[config.mk]
export PLATFORM = sky130hd
export DESIGN_NAME = pipeline_hazard_controller
export DESIGN_NICKNAME = d
export VERILOG_FILES = /design/src/rtl/pipeline_hazard_controller.sv
export SDC_FILE = /design/constraint.sdc
export NUM_CORES = 1
export LEC_CHECK = 0
export CAP_MARGIN = 20
export CORE_ASPECT_RATIO = 0.9
export CORE_MARGIN = 2
export CORE_UTILIZATION = 35
export DETAILED_ROUTE_END_ITERATION = 7
export PLACE_DENSITY = 0.72
export REMOVE_ABC_BUFFERS = 1
export SLEW_MARGIN = 5
export SYNTH_ARGS = -nofsm -noshare
export SYNTH_HDL_FRONTEND = slang
export SYNTH_SLANG_ARGS = --single-unit
[constraint.sdc]
create_clock -name CLK -period 2.08 [get_ports CLK]
set_input_delay 0.208 -clock CLK [delete_from_list [all_inputs] [get_ports CLK]]
set_output_delay 0.208 -clock CLK [all_outputs]
set_load 0.03 [all_outputs]
[src/rtl/pipeline_hazard_controller.sv]
// Front-end hazard sequencer for the RV32IM IF/ID/EX pipeline.
// Generates PC/IF-ID stall, ID/EX bubble, front-end flush and divider
// hold controls from the ID operand fields and the EX-stage status.
//
// Ports:
//   CLK, RST            clock (rising edge), async active-low reset
//   ID_RS1/ID_RS2       source register fields of the ID instruction
//   ID_USES_RS1/RS2     ID instruction actually reads that operand
//   EX_RD, EX_MEM_READ  destination / load flag of the EX instruction
//   EX_DIV              EX holds DIV/DIVU/REM/REMU
//   EX_BRANCH_TAKEN     redirect resolved in EX this cycle
//   PC_STALL, IF_ID_STALL, ID_EX_BUBBLE, EX_STALL   stall controls
//   IF_ID_FLUSH, ID_EX_FLUSH                         flush controls
//   DIV_START, DIV_BUSY                              divider handshake
//   STATE                                            debug state
//
// state      | meaning
// -----------+----------------------------------------------------
// RUN        | normal flow; branch, divide and load-use decided here
// LOAD_STALL | bubble sits in EX, hazard not re-evaluated
// DIV_WAIT   | divider counting down, front end and EX held
// DIV_DONE   | divide result leaving EX, EX_DIV ignored

module pipeline_hazard_controller #(
   parameter int DIV_CYCLES = 32,
   parameter int CNT_W      = 6
) (
   input  logic       CLK,
   input  logic       RST,
   input  logic [4:0] ID_RS1,
   input  logic [4:0] ID_RS2,
   input  logic       ID_USES_RS1,
   input  logic       ID_USES_RS2,
   input  logic [4:0] EX_RD,
   input  logic       EX_MEM_READ,
   input  logic       EX_DIV,
   input  logic       EX_BRANCH_TAKEN,
   output logic       PC_STALL,
   output logic       IF_ID_STALL,
   output logic       ID_EX_BUBBLE,
   output logic       EX_STALL,
   output logic       IF_ID_FLUSH,
   output logic       ID_EX_FLUSH,
   output logic       DIV_START,
   output logic       DIV_BUSY,
   output logic [1:0] STATE
);

   typedef enum logic [1:0] {
      RUN        = 2'd0,
      LOAD_STALL = 2'd1,
      DIV_WAIT   = 2'd2,
      DIV_DONE   = 2'd3
   } state_t;

   localparam logic [CNT_W-1:0] DIV_LOAD = CNT_W'(DIV_CYCLES - 1);

   state_t           r_state;
   logic [CNT_W-1:0] r_cnt;

   logic w_hazard;
   logic w_pc_stall, w_if_id_stall, w_id_ex_bubble, w_ex_stall;
   logic w_if_id_flush, w_id_ex_flush, w_div_start, w_div_busy;

   // x0 is hardwired to zero, so a load targeting it never creates a dependency
   assign w_hazard = EX_MEM_READ && (EX_RD != 5'd0) &&
                     ((ID_USES_RS1 && (ID_RS1 == EX_RD)) ||
                      (ID_USES_RS2 && (ID_RS2 == EX_RD)));

   always_ff @(posedge CLK or negedge RST) begin
      if (!RST) begin
         r_state <= RUN;
         r_cnt   <= '0;
      end else begin
         case (r_state)
            RUN: begin
               if (EX_BRANCH_TAKEN) begin
                  r_state <= RUN;
               end else if (EX_DIV) begin
                  r_cnt   <= DIV_LOAD;
                  r_state <= (DIV_CYCLES == 1) ? DIV_DONE : DIV_WAIT;
               end else if (w_hazard) begin
                  r_state <= LOAD_STALL;
               end
            end
            LOAD_STALL: r_state <= RUN;
            DIV_WAIT: begin
               r_cnt <= r_cnt - CNT_W'(1);
               if (r_cnt == CNT_W'(1)) r_state <= DIV_DONE;
            end
            DIV_DONE: r_state <= RUN;
            default:  r_state <= RUN;
         endcase
      end
   end

   always_comb begin
      w_pc_stall     = 1'b0;
      w_if_id_stall  = 1'b0;
      w_id_ex_bubble = 1'b0;
      w_ex_stall     = 1'b0;
      w_if_id_flush  = 1'b0;
      w_id_ex_flush  = 1'b0;
      w_div_start    = 1'b0;
      w_div_busy     = 1'b0;
      case (r_state)
         RUN: begin
            if (EX_BRANCH_TAKEN) begin
               w_if_id_flush = 1'b1;
               w_id_ex_flush = 1'b1;
            end else if (EX_DIV) begin
               w_div_start   = 1'b1;
               w_div_busy    = 1'b1;
               w_pc_stall    = 1'b1;
               w_if_id_stall = 1'b1;
               w_ex_stall    = 1'b1;
            end else if (w_hazard) begin
               w_pc_stall     = 1'b1;
               w_if_id_stall  = 1'b1;
               w_id_ex_bubble = 1'b1;
            end
         end
         LOAD_STALL: begin
            w_if_id_flush = EX_BRANCH_TAKEN;
            w_id_ex_flush = EX_BRANCH_TAKEN;
         end
         DIV_WAIT: begin
            w_pc_stall    = 1'b1;
            w_if_id_stall = 1'b1;
            w_ex_stall    = 1'b1;
            w_div_busy    = 1'b1;
         end
         default: ;
      endcase
   end

   // Outputs are gated by reset so they drop immediately, even mid-divide
   assign PC_STALL     = w_pc_stall     & RST;
   assign IF_ID_STALL  = w_if_id_stall  & RST;
   assign ID_EX_BUBBLE = w_id_ex_bubble & RST;
   assign EX_STALL     = w_ex_stall     & RST;
   assign IF_ID_FLUSH  = w_if_id_flush  & RST;
   assign ID_EX_FLUSH  = w_id_ex_flush  & RST;
   assign DIV_START    = w_div_start    & RST;
   assign DIV_BUSY     = w_div_busy     & RST;
   assign STATE        = r_state & {2{RST}};

endmodule

==> reports/summary.txt, run 1 <==
CP required: 1870 ps
slew of the pin with the lowest slew margin: 339 ps
CTS Hold Buffers Added: 0
Starting DRT DRC Count: 3
critical path launch point type: primary input
global-route wire length before repair: 2680 um
CP max stage delay: 560 ps
number of enable flip-flop cells after synthesis: 0
initial core utilization: 0.376
CTS Buffer Depth: 2
Area Growth Syn to Fin: 58.4%
Post-synth ARST share: 1.00
HP Class: in2async
top_reg_cell synth: dfrtp_1
CP Buf/Inv Count: 2
slew margin rel.: 0.771
FMAX: 493 MHz
clock network power share: 0.126
# port buffers: 31
crit end category: output pin
GP Congestion: 0.767
Ant. Diodes: 0
root buf cell: clkbuf_4
antenna viol nets, final: 0
CP max FO: 3
GRT Total Usage: 0.169
clock skew: 1.80 ps
power share of the combinational group: 0.590
clock-pin transition on the worst setup and hold timing paths: 50 ps
fin nets: 131
# fillers: 162
Pwr Density: 957 nW/um2
setup TNS: 0 ps
Vias/cell: 4.93
DRC viols: 0
Core Area: 1680 um2
CTS H-tree lvls: 1
outcome: completed
CP arrival: 1820 ps
Psw: 0.423 mW
Die Wd: 48.8 um
CTS Sinks: 8
vias in the first global route: 602
CP Depth: 6
initial antenna violation count: 0
die area: 2160 um2
Sw Share: 0.442
min Tclk post-route: 2030 ps
DR pass1 iterations: 3
warnings from Yosys: 0
Final Hold Vio Count: 0
CP max-delay cell: clkdlybuf4s50_1
#FFs+latches synth: 8
Seq/Total Area, Yosys: 0.317
syn avg cell area: 9.03 um2
TritonCTS Buffers: 3
Setup CP Type: in2out
Unique masters post-synth: 32
P_leak: 0.400 nW
RSZ-0062 raised after global routing: no
# setup viols final: 0
I/O Pins: 32
die height: 44.3 um
DRT Wirelength: 1610 um
grt ovf: 0
CTS tree: yes
period utilisation layout: 0.974
CP cell instances: clkdlybuf4s50_1 -> or4_4 -> o21ai_2 -> or4b_1 -> o22ai_1 -> buf_4
Slew Limit Fails: 0
number of cell rows: 14
via count: 636
Mapped Cells: 70
clock latency on the worst-skew pair: 260 ps
sequential power share: 0.284
R2R cell count: 5
cell area after synthesis: 632 um2
max cap viols: 0
routed len/inst: 12.4 um
largest net degree at the start of global routing: 9
layout cells sized above 1: 0.190
detailed placer's ending HPWL: 1280 um
Int Pwr: 0.535 mW
delay-heaviest family, CP: buffers and inverters
Min Hold Slack: 175 ps
IR drop worst, VDD: 0.000468 V
-- cells in the mapped netlist (2+ instances only) --
cell type	count	area, um2
xor2_1	9	78.8
dfrtp_1	8	200
nand2_1	5	18.8
nor2_1	5	18.8
nor4_1	5	31.3
and2_1	3	18.8
buf_4	3	22.5
o21ai_0	3	15.0
xnor2_1	3	26.3
ha_1	2	25.0
inv_1	2	7.51
nand2b_1	2	12.5
-- cell usage in the layout, fill, tap and decap left out, types with 2 or more instances in the layout --
cell type,instances
clkdlybuf4s50_1,25
xor2_1,9
buf_4,9
dfrtp_1,8
nand2_1,5
nor2_1,5
and2_1,3
xnor2_1,3
nor4_1,3
o21ai_0,3
clkbuf_4,3
inv_1,2
nor4_2,2
nand2b_1,2
ha_1,2
-- per-stage QoR --
stage | instances | utilization | power, mW | area (um2) | setup slack [ps]
CTS | 129 | 0.588 | 0.966 | 988 | 30.1
finish | 129 | 0.595 | 0.958 | 1000 | 53.1
floorplan | 67 | - | 0.606 | 609 | -246
global placement | 126 | 0.575 | 0.825 | 967 | 42.4
detailed placement | 126 | 0.575 | 0.836 | 967 | -25.6
global route | 129 | 0.595 | 1.04 | 1000 | 5.75
-- kinds of logic after synthesis --
| logic type | Yosys count | synth area share |
|---|---|---|
| simple gates | 32 | 0.309 |
| mux | 1 | 0.0158 |
| xor+xnor | 12 | 0.166 |
| buf+inv | 5 | 0.0475 |
| fa+ha+maj | 2 | 0.0396 |
| compound gates | 10 | 0.105 |
| flops | 8 | 0.317 |
-- power by group through the flow --
stage | logic, mW | registers [mW] | clock network [mW]
5_1_grt | 0.623 | 0.278 | 0.135
2_1_floorplan | 0.325 | 0.281 | 0
4_1_cts | 0.567 | 0.271 | 0.128
3_5_place_dp | 0.563 | 0.273 | 0
6_report | 0.566 | 0.272 | 0.121
3_3_place_gp | 0.553 | 0.272 | 0
-- worst reg2reg max path: cells and delay by family, from the launching register on --
kind	cells	cell delay [ps]
simple gates	3	720
compound gates	1	100
flops	1	380
buf+inv	1	160
-- metal layers --
metal	up-vias	global-route usage	wire length, um
met1	295	0.193	715
met2	16	0.282	791
met4	0	0.103	39
li1	320	-	-
met3	5	0.0541	59
met5	-	0	0
-- final timing paths --
path	start	end	slack, ps
setup / recovery	EX_RD[2]	PC_STALL	50
max in group asynchronous	RST	r_cnt[5]$_DFFE_PN0P_	1530
hold reg to reg	r_cnt[5]$_DFFE_PN0P_	r_cnt[5]$_DFFE_PN0P_	490
setup reg to reg	r_state[0]$_DFFE_PN0P_	r_cnt[0]$_DFFE_PN0P_	660
hold / removal	RST	r_state[0]$_DFFE_PN0P_	180
min in group CLK	r_cnt[5]$_DFFE_PN0P_	r_cnt[5]$_DFFE_PN0P_	490
-- registers in the layout (all words and copies together), names as in the netlist --
| name | count |
|---|---|
| r_state | 2 |
| r_cnt | 6 |
-- area by class of cell --
type	instances	area (um2)	share of cell area
tap	24	30.0	0.0300
multi-input combinational	57	414	0.414
timing repair buffer	35	327	0.326
clock buffer	3	22.5	0.0225
inverter	2	7.51	0.00750
sequential	8	200	0.200
-- repair_timing --
item / 4_1_cts / 5_1_grt
endpoints found under the hold margin: 0 / 0
setup buffers: 0 / 0
endpoints found under the setup margin: 1 / 3
resized for setup: 1 / 2
Power figures use the tool's default switching activity.
==> run 2, diff against run 1 <==
- REMOVE_ABC_BUFFERS: 1 -> default
==> reports/summary.txt, run 2 (same netlist as run 1, synthesis figures left out) <==
vias in the first global route: 562
post-route setup slack: 77.9 ps
final core occ: 0.603
GP Congestion: 0.777
Reg2Reg Setup Slack: 660 ps
Core Area: 1680 um2
CP max FO: 3
min Tclk post-route: 2000 ps
DRC viols: 0
commonest non-fill, non-tap cell in the layout: clkdlybuf4s50_1
Setup CP Type: in2out
DRT Wirelength: 1550 um
syn nets: 94
HP Class: in2async
registers with the most flip-flops: r_cnt (6), r_state (2)
TritonCTS Buffers: 3
root buf cell: clkbuf_4
DR pass1 iterations: 4
clock-pin transition on the worst setup and hold timing paths: 50 ps
Worst R2R End: r_cnt[0]$_DFFE_PN0P_
Tot Pwr: 0.950 mW
R2R cell count: 5
max cap viols: 0
die height: 44.3 um
worst reg2reg startpoint: r_state[0]$_DFFE_PN0P_
Vias/cell: 4.73
Starting DRT DRC Count: 13
CTS Buffer Depth: 2
CTS Hold Buffers Added: 0
layout cells sized above 1: 0.210
routed len/inst: 12.0 um
global-route wire length before repair: 2500 um
# setup viols final: 0
IR drop worst, VDD: 0.000836 V
number of cell rows: 14
die area: 2160 um2
Die Wd: 48.8 um
Crit. Startpoint: EX_RD[3]
max reg flops: 6
slew margin rel.: 0.768
GRT Total Usage: 0.151
# port buffers: 31
outcome: completed
CTS H-tree lvls: 1
Area Growth Syn to Fin: 60.6%
dpl ws: -25.3 ps
clock skew: 1.62 ps
largest net degree at the start of global routing: 9
CP required: 1870 ps
clock latency on the worst-skew pair: 250 ps
Final Hold Vio Count: 0
antenna viol nets, final: 0
FMAX: 499 MHz
critical path launch point type: primary input
detailed placer's ending HPWL: 1290 um
initial antenna violation count: 0
Ant. Diodes: 0
I/O Pins: 32
period utilisation layout: 0.963
CTS tree: yes
CTS Sinks: 8
slew of the pin with the lowest slew margin: 344 ps
P_leak: 0.420 nW
Slew Limit Fails: 0
grt ovf: 0
crit end category: output pin
fin nets: 131
Worst Setup EP: ID_EX_BUBBLE
Pwr Density: 936 nW/um2
via count: 610
initial core utilization: 0.376
commonest non-fill, non-tap cells in the layout: clkdlybuf4s50_1, xor2_1, buf_4
CP arrival: 1790 ps
Biggest register: r_cnt
## run 2: cell types whose count changed in the layout (fill, tap and decap cells not counted), sizes merged
| cell | previous run | this run |
|---|---|---|
| clkdlybuf4s50 | 25 | 23 |
| dlymetal6s2s | 0 | 2 |
## run 2: worst min path at each step
stage                               startpoint                     end  slack (ps)
after floorplan                            RST    r_cnt[0]$_DFFE_PN0P_         -90
after global placement    r_cnt[5]$_DFFE_PN0P_    r_cnt[5]$_DFFE_PN0P_         450
after detailed placement  r_cnt[5]$_DFFE_PN0P_    r_cnt[5]$_DFFE_PN0P_         460
after CTS                                  RST    r_cnt[5]$_DFFE_PN0P_         410
after global routing                       RST    r_cnt[5]$_DFFE_PN0P_         440
final                                      RST  r_state[1]$_DFFE_PN0P_         400
## run 2: where the power goes
part	switching, mW	internal (mW)
Combinational	0.313	0.254
Sequential	0.0520	0.217
Clock	0.0479	0.0657
Total	0.413	0.537
## run 2: repair_timing
item / CTS / global route
buffers inserted: 0 / 0
gates resized for setup: 1 / 4
setup endpoints to repair: 1 / 3
pin swaps: 0 / 1
## run 2: stage by stage
stage                     hold WS (ps)  std cells  instance area, um2  setup TNS (ps)
after floorplan                  -87.6         70                 641               0
after global placement             452        126                 976               0
after detailed placement           464        126                 976           -25.3
after CTS                          408        129                 997               0
after global routing               441        129                1010           -4.07
final                              405        129                1010               0
## run 2: critical path: stages
cell             delay, ps
clkdlybuf4s50_1        470
xor2_1                 200
nor4_2                 300
a32oi_1                200
nor3_1                 210
buf_4                  190
## run 2: final cells by class
cell class / count / area, um2
Multi-Input combinational cell: 57 / 423
Clock buffer: 3 / 22.5
Sequential cell: 8 / 200
Timing Repair Buffer: 35 / 332
Tap cell: 24 / 30.0
Inverter: 2 / 7.51
Fill cell: 158 / 667
## run 2: routing by layer
metal,GRT usage,wire length (um),vias to the layer above
met3,0.0541,79,0
met1,0.190,678,279
met2,0.258,789,17
met5,0,0,-
li1,-,-,314
met4,0.0286,0,0
